**src/rtl/nexys_starship_pkg.sv**
```systemverilog
// Shared types and widths for the starship room-repair controller.
// State encoding is one-hot, so the state flags are taken straight from the state flops.
package nexys_starship_pkg;

    localparam int CODE_W    = 4;
    localparam int DONE_W    = 8;
    localparam int WRONG_W   = 3;
    localparam int TIMEOUT_W = 8;

    typedef enum logic [2:0] {
        ST_INIT    = 3'b001,
        ST_WORKING = 3'b010,
        ST_REPAIR  = 3'b100
    } room_state_t;

    localparam logic [DONE_W-1:0] DONE_MAX = '1;

    // Saturating increment for the repair tally.
    function automatic logic [DONE_W-1:0] sat_inc_done(input logic [DONE_W-1:0] v);
        return (v == DONE_MAX) ? v : v + DONE_W'(1);
    endfunction

endpackage

```
**src/rtl/nexys_starship_tick_timeout.sv**
```systemverilog
// Repair timeout counter: counts timer ticks while a room is broken.
// Only compiled when NEXYS_STARSHIP_REPAIR_TIMEOUT_EN is defined.
// done is a same-cycle strobe: high on the tick that brings the count to limit,
// so the parent can register game-over on that very edge.
`ifdef NEXYS_STARSHIP_REPAIR_TIMEOUT_EN
module nexys_starship_tick_timeout
    import nexys_starship_pkg::*;
(
    input  logic                 Clk,
    input  logic                 Reset,
    input  logic                 clear,
    input  logic                 tick,
    input  logic [TIMEOUT_W-1:0] limit,
    output logic                 done
);

    logic [TIMEOUT_W-1:0] count;
    logic [TIMEOUT_W:0]   count_plus;

    assign count_plus = {1'b0, count} + (TIMEOUT_W+1)'(1);
    assign done       = tick && (count_plus >= {1'b0, limit});

    // Tick counter, cleared when a new breakage is latched; saturates at all-ones.
    always_ff @(posedge Clk) begin
        if (Reset || clear) begin
            count <= '0;
        end else if (tick && (count != '1)) begin
            count <= count_plus[TIMEOUT_W-1:0];
        end
    end

endmodule
`endif

```
**src/rtl/nexys_starship_room_repair.sv**
```systemverilog
// Starship room-repair FSM: a room breaks on request, the player must enter the
// latched code before running out of wrong guesses (or, with
// NEXYS_STARSHIP_REPAIR_TIMEOUT_EN defined, before the tick timeout expires).
//
// state      | meaning
// -----------+------------------------------------------------
// ST_INIT    | waiting for the game to enter Play
// ST_WORKING | room operational, breakage requests accepted
// ST_REPAIR  | room broken, repair attempts evaluated
module nexys_starship_room_repair
    import nexys_starship_pkg::*;
#(
    parameter int TIMEOUT_TICKS = 10,
    parameter int MAX_WRONG     = 3
) (
    input  logic              Clk,
    input  logic              Reset,
    input  logic              play_flag,
    input  logic              gameover_ctrl,
    input  logic              timer_tick,
    input  logic              break_req,
    input  logic              btn_pulse,
    input  logic [CODE_W-1:0] hex_combo,
    input  logic [CODE_W-1:0] random_hex,
    output logic              q_Init,
    output logic              q_Working,
    output logic              q_Repair,
    output logic              room_broken,
    output logic              room_gameover,
    output logic [CODE_W-1:0] repair_code,
    output logic [DONE_W-1:0] repairs_done
);

    room_state_t        state;
    logic [WRONG_W-1:0] wrong_cnt;
    logic [WRONG_W:0]   wrong_plus;
    logic               wrong_hit;
    logic               code_ok;
    logic               timeout_hit;

    // One-hot encoding: each flag is a state flop bit, hence registered.
    assign q_Init      = state[0];
    assign q_Working   = state[1];
    assign q_Repair    = state[2];
    assign room_broken = state[2];

    assign code_ok    = (hex_combo == repair_code);
    assign wrong_plus = {1'b0, wrong_cnt} + (WRONG_W+1)'(1);
    assign wrong_hit  = (wrong_plus >= (WRONG_W+1)'(MAX_WRONG));

`ifdef NEXYS_STARSHIP_REPAIR_TIMEOUT_EN
    logic timeout_clear;
    logic timeout_tick;

    assign timeout_clear = q_Working && break_req && !gameover_ctrl;
    assign timeout_tick  = q_Repair && timer_tick && !gameover_ctrl;

    nexys_starship_tick_timeout u_timeout (
        .Clk   (Clk),
        .Reset (Reset),
        .clear (timeout_clear),
        .tick  (timeout_tick),
        .limit (TIMEOUT_W'(TIMEOUT_TICKS)),
        .done  (timeout_hit)
    );
`else
    logic unused_timer_tick;
    assign unused_timer_tick = timer_tick;
    assign timeout_hit       = 1'b0;
`endif

    // Room FSM with registered code, wrong-guess count, game-over and repair tally.
    always_ff @(posedge Clk) begin
        if (Reset) begin
            state         <= ST_INIT;
            repair_code   <= '0;
            repairs_done  <= '0;
            wrong_cnt     <= '0;
            room_gameover <= 1'b0;
        end else begin
            // Game-over contribution is held until the FSM has settled in INIT.
            if (state == ST_INIT) begin
                room_gameover <= 1'b0;
            end
            if (gameover_ctrl) begin
                state <= ST_INIT;
            end else begin
                case (state)
                    ST_INIT: begin
                        if (play_flag) begin
                            state <= ST_WORKING;
                        end
                    end
                    ST_WORKING: begin
                        // A break wins over a simultaneous button press; presses here are ignored.
                        if (break_req) begin
                            state       <= ST_REPAIR;
                            repair_code <= random_hex;
                            wrong_cnt   <= '0;
                        end
                    end
                    ST_REPAIR: begin
                        // A correct code beats any expiry arriving on the same edge.
                        if (btn_pulse && code_ok) begin
                            state        <= ST_WORKING;
                            repairs_done <= sat_inc_done(repairs_done);
                        end else begin
                            if (btn_pulse) begin
                                if (wrong_cnt != '1) begin
                                    wrong_cnt <= wrong_plus[WRONG_W-1:0];
                                end
                                if (wrong_hit) begin
                                    room_gameover <= 1'b1;
                                end
                            end
                            if (timeout_hit) begin
                                room_gameover <= 1'b1;
                            end
                        end
                    end
                    default: begin
                        state <= ST_INIT;
                    end
                endcase
            end
        end
    end

endmodule

```
**config.mk**
```make
export PLATFORM = sky130hd
export DESIGN_NAME = nexys_starship_room_repair
export DESIGN_NICKNAME = d
export VERILOG_FILES = /design/src/rtl/nexys_starship_pkg.sv /design/src/rtl/nexys_starship_tick_timeout.sv /design/src/rtl/nexys_starship_room_repair.sv
export SDC_FILE = /design/constraint.sdc
export NUM_CORES = 1
export LEC_CHECK = 0
export CORE_MARGIN = 4
export CORE_UTILIZATION = 45
export CTS_CLUSTER_SIZE = 25
export DETAILED_ROUTE_END_ITERATION = 7
export MAX_ROUTING_LAYER = met4
export PLACE_DENSITY = 0.87
export SLEW_MARGIN = 40
export SYNTH_ARGS = -nofsm -noshare
export SYNTH_HDL_FRONTEND = slang
export SYNTH_SLANG_ARGS = --single-unit
```
**constraint.sdc**
```tcl
create_clock -name Clk -period 2.9 [get_ports Clk]
set_input_delay 0.29 -clock Clk [delete_from_list [all_inputs] [get_ports Clk]]
set_output_delay 0.29 -clock Clk [all_outputs]
set_load 0.03 [all_outputs]
```
Word-level counts from Yosys, hierarchy flattened
Cells that the tools add are included.
{"block": "word_totals", "word_cells": 44, "ff_bits": 19, "input_bits": 15}
{"block": "classes", "n_lt_le_gt_ge": 1, "n_eq_ne": 12, "add_sub_neg": 2, "bitwise": 2, "reduce_logical": 7, "muxes": 15}
{"operator": "2-to-1 mux 3 bit", "count": 7}
{"operator": "!= test 2 bit (second input constant)", "count": 6}
{"operator": "case mux 3 bit (3 select lines)", "count": 1}
{"operator": "adder 8 x 1 -> 8 bit (second input constant)", "count": 1}
{"operator": "== test 8 bit (second input constant)", "count": 1}
{"operator": "2-to-1 mux 1 bit", "count": 6}
{"operator": "case mux 3 bit (2 select lines)", "count": 1}
{"operator": "AND reduction 3 bit", "count": 2}
{"operator": "AND reduction 6 bit", "count": 1}
{"operator": "adder 3 x 1 -> 4 bit (second input constant)", "count": 1}
{"operator": "== test 4 bit", "count": 1}
{"operator": ">= comparator 4 x 2 -> 1 bit (second input constant)", "count": 1}
{"operator": "AND reduction 4 bit", "count": 1}
{"operator": "== test 3 x 1 -> 1 bit (second input constant)", "count": 1}
{"operator": "== test 3 x 2 -> 1 bit (second input constant)", "count": 1}
{"operator": "== test 3 bit (second input constant)", "count": 1}
{"operator": "!= test 3 bit (second input constant)", "count": 1}
{"operator": "inverter 1 bit", "count": 2}
{"operator": "nonzero test 2 bit", "count": 1}
{"operator": "OR reduction 2 bit", "count": 1}
{"operator": "logical AND 1 bit", "count": 1}

Depth between registers and ports, before layout
{"block": "depth", "depth_word": 7, "ltp_mapped": 6, "ltp_nobuf": 6}

Worst setup path after synthesis
OpenSTA, ideal clock, no wires.
{"block": "synth_path", "path_type": "reg2reg", "start": "reg repairs_done[0]", "end": "reg repairs_done[5]", "synth_period_minus_slack_ns": 2.001, "required_time_ns": 2.777, "arrival_ns": 1.877, "setup_time_ns": 0.123, "n_path_buf": 1, "path_stages_with_launch": 7, "path_slack_ns": 0.899, "path_cell_list": "dfxtp_1 -> ha_1 -> and3_1 -> a211o_1 -> buf_2 -> nor3_1 -> mux2_1"}
{"block": "synth_between", "elab_chain_cells": 3, "elab_cells_between_ends": 4}
{"item": "start: declaration", "line": "nexys_starship_room_repair.sv:31", "text": "output logic [DONE_W-1:0] repairs_done"}
{"item": "start signal: assignment", "line": "nexys_starship_room_repair.sv:106", "text": "repairs_done <= sat_inc_done(repairs_done);"}
{"item": "parallel branches: the longest is 3 deep, another holds adder 8 x 1 -> 8 bit"}
Several ways; the timed one is not identified.
A chain may end at the register's enable or synchronous reset.

Worst setup path after layout
{"block": "layout_path", "start": "reg repairs_done[0]", "end": "reg repairs_done[6]"}
Same word-level chain as after synthesis.

==> metrics <==
status=complete, no violations; diodes inserted=0; worst-margin pin slew=0.676 ns; number of I/O port buffers=30; min Tclk post-route=2.04 ns; share of layout cells above drive strength 1=5.56%; clock power share=28.8%; pin count of the biggest net entering global routing=21; synthesis-to-finish area growth=31.4%; met1 GRT Util=20.5%; DRC Markers=0; fill cell count=193; initial cell density of the core=47.6%; Ys Warns=0; max_cap viols=0; Final nets=164; CTS Buf Count=3; post-synthesis cell area=0.00106 sq mm; post-synth cell types=37; # IOs=32; Max Fclk=489 MHz; setup bufs post-CTS=0; DIE WIDTH=56.6 microns; Initial DRT Pass Iterations=4; post-route ant nets=0; CTS root buf=clkbuf_4; Psw=0.111 mW; Hold Crit Class=flip-flop to flip-flop; vias per inst=5.70; capturing element type of the critical path=flip-flop; post-cts resize count=0; clk buf depth=2; Post-Syn Area per Cell=9.16 sq um; cell count after synthesis=116; core area=0.00223 sq mm; post-route cell area=0.00140 sq mm; wirelength, routed=2.42 mm; most frequent cells in the layout=clkdlybuf4s50_1 (30), dfxtp_1 (19), nor2_1 (8), a21oi_1 (8), o21ai_0 (6); GRT Total Usage=16.3%; global-route wire length before repair=4.07 mm; static leakage power=0.477 nW; Post-CTS Hold Fix Bufs=0; Final Hold Fails=0; unrepaired setup endpoints after global routing=no; Critical Path RT=3.12 ns; busiest grt layer=met2; GRT met3 Usage=2.99%; per-cell routed wire length=14.0 microns; Setup TNS=0 ns; Main synth FF type=dfxtp_1; period utilisation layout=70.5%; worst-path fanout max=15; initial antenna violation count=0; Slew Limit Headroom=54.8%; CTS tree=yes; H-tree depth=1; startpoint types=flip-flop; Data arrival, critical path=2.26 ns; Setup Skew=0.00129 ns; Yosys reg bits=19; placed wire-length estimate=1.83 mm; maximum vdd drop=0.000265 V; Setup violations, final=0; RePlAce Congestion=0.858; Die Ht=56.6 microns; Synth async-reset ratio=0%; vias in the first global route=934; internal power=0.350 mW; Net Count, Synth=135; EDFF count, synth=0; grt met2 use=25.7%; Comb pwr share=13.2%; Vias=981; DP Area=0.00137 sq mm; # clock sinks=19; Final Max Tran Viols=0; die area=0.00320 sq mm; most common cell after layout, fill and taps aside=clkdlybuf4s50_1; Clock Latency Late Sink=0.29 ns; Row Count=17; Sw Ratio=24.1%; clock slew at reported path FFs=0.10 ns; power density over the cells=330 mW/mm^2; Setup Crit Path Kind=flip-flop to flip-flop; Multi-input gate area=628 sq um; grt ovf=0; Seq/Total Area, Yosys=35.8%; sequential power share=58.0%; Storage cell area=380 sq um; 1st-iter DRT viols=15
[cells by family after synthesis]
logic type | count (synthesis) | share of synthesized area [%]
DFF | 19 | 35.8
and+or+nand+nor | 37 | 23.4
adders and majority gates | 4 | 4.71
xor gates and xnor gates | 5 | 4.12
muxes | 5 | 4.83
buffers and inverters | 12 | 5.06
AOI/OAI and AO/OA | 34 | 22.0
[worst max-delay path: stages (launching register included)]
cell	delay (ns)
dfxtp_1	0.39
ha_1	0.27
and3_1	0.19
a211o_1	0.44
or4_1	0.52
a21oi_1	0.15
[path summary, 6_finish.rpt]
| kind | startpoint | endpoint | slack (ns) | cells after the start |
|---|---|---|---|---|
| hold reg to reg | repairs_done[3] | repairs_done[3] | 0.52 | 2 |
| setup / recovery | repairs_done[0] | repairs_done[6] | 0.86 | 5 |
| hold / removal | repairs_done[3] | repairs_done[3] | 0.52 | 2 |
| setup reg to reg | repairs_done[0] | repairs_done[6] | 0.86 | 5 |
[metal layers]
layer,up-vias,share of wire [%],wire length (microns)
met4,0,0.70,17
met2,23,49,1170
met5,-,0,0
met3,2,4.2,101
met1,463,46,1120
li1,493,-,-
[state kept, by name, summed over array words and instances, names as in the netlist]
| signal | flops |
|---|---|
| repair_code | 4 |
| repairs_done | 8 |
| room_gameover | 1 |
| state | 3 |
| wrong_cnt | 3 |
[layout make-up]
type,count,share of cell area [%]
clock buffer,4,1.88
timing repair buffer,31,22.0
sequential,19,27.2
inverter,5,1.34
multi-input combinational,85,45.0
tap,28,2.51
[cells in the mapped netlist, types with 2 or more instances]
master,n,area [sq um]
a21oi_1,8,40.0
buf_4,2,15.0
clkbuf_1,4,15.0
dfxtp_1,19,380
ha_1,4,50.1
inv_1,5,18.8
mux2i_1,4,40.0
nand2_1,2,7.51
nand2b_1,5,31.3
nand4_1,3,18.8
nor2_1,8,30.0
nor3_1,3,15.0
o211a_1,2,20.0
o211ai_1,2,15.0
o21a_1,2,15.0
o21ai_0,6,30.0
o31ai_1,5,37.5
o32ai_1,3,26.3
or2_2,2,12.5
or3_1,2,12.5
or4_1,5,37.5
xnor2_1,5,43.8
[power by group through the flow]
stage                     registers [mW]  logic [mW]  clock network (mW)
after floorplan                    0.276      0.0277                   0
after global placement             0.273      0.0593                   0
after detailed placement           0.273      0.0610                   0
after CTS                          0.267      0.0613               0.137
after global routing               0.268      0.0657               0.151
final                              0.268      0.0609               0.133
[stage by stage]
step                      power (mW)  utilization (%)  hold slack (ns)  instances  setup WS, ns
after floorplan                0.304                -            0.419        116         0.899
after global placement         0.332             61.3            0.484        168         0.723
after detailed placement       0.334             61.3            0.499        168         0.651
after CTS                      0.466             62.5            0.519        172         0.858
after global routing           0.485             62.5            0.550        172         0.750
final                          0.461             62.5            0.516        172         0.855
Note: power is estimated with default switching activity, not from simulation.
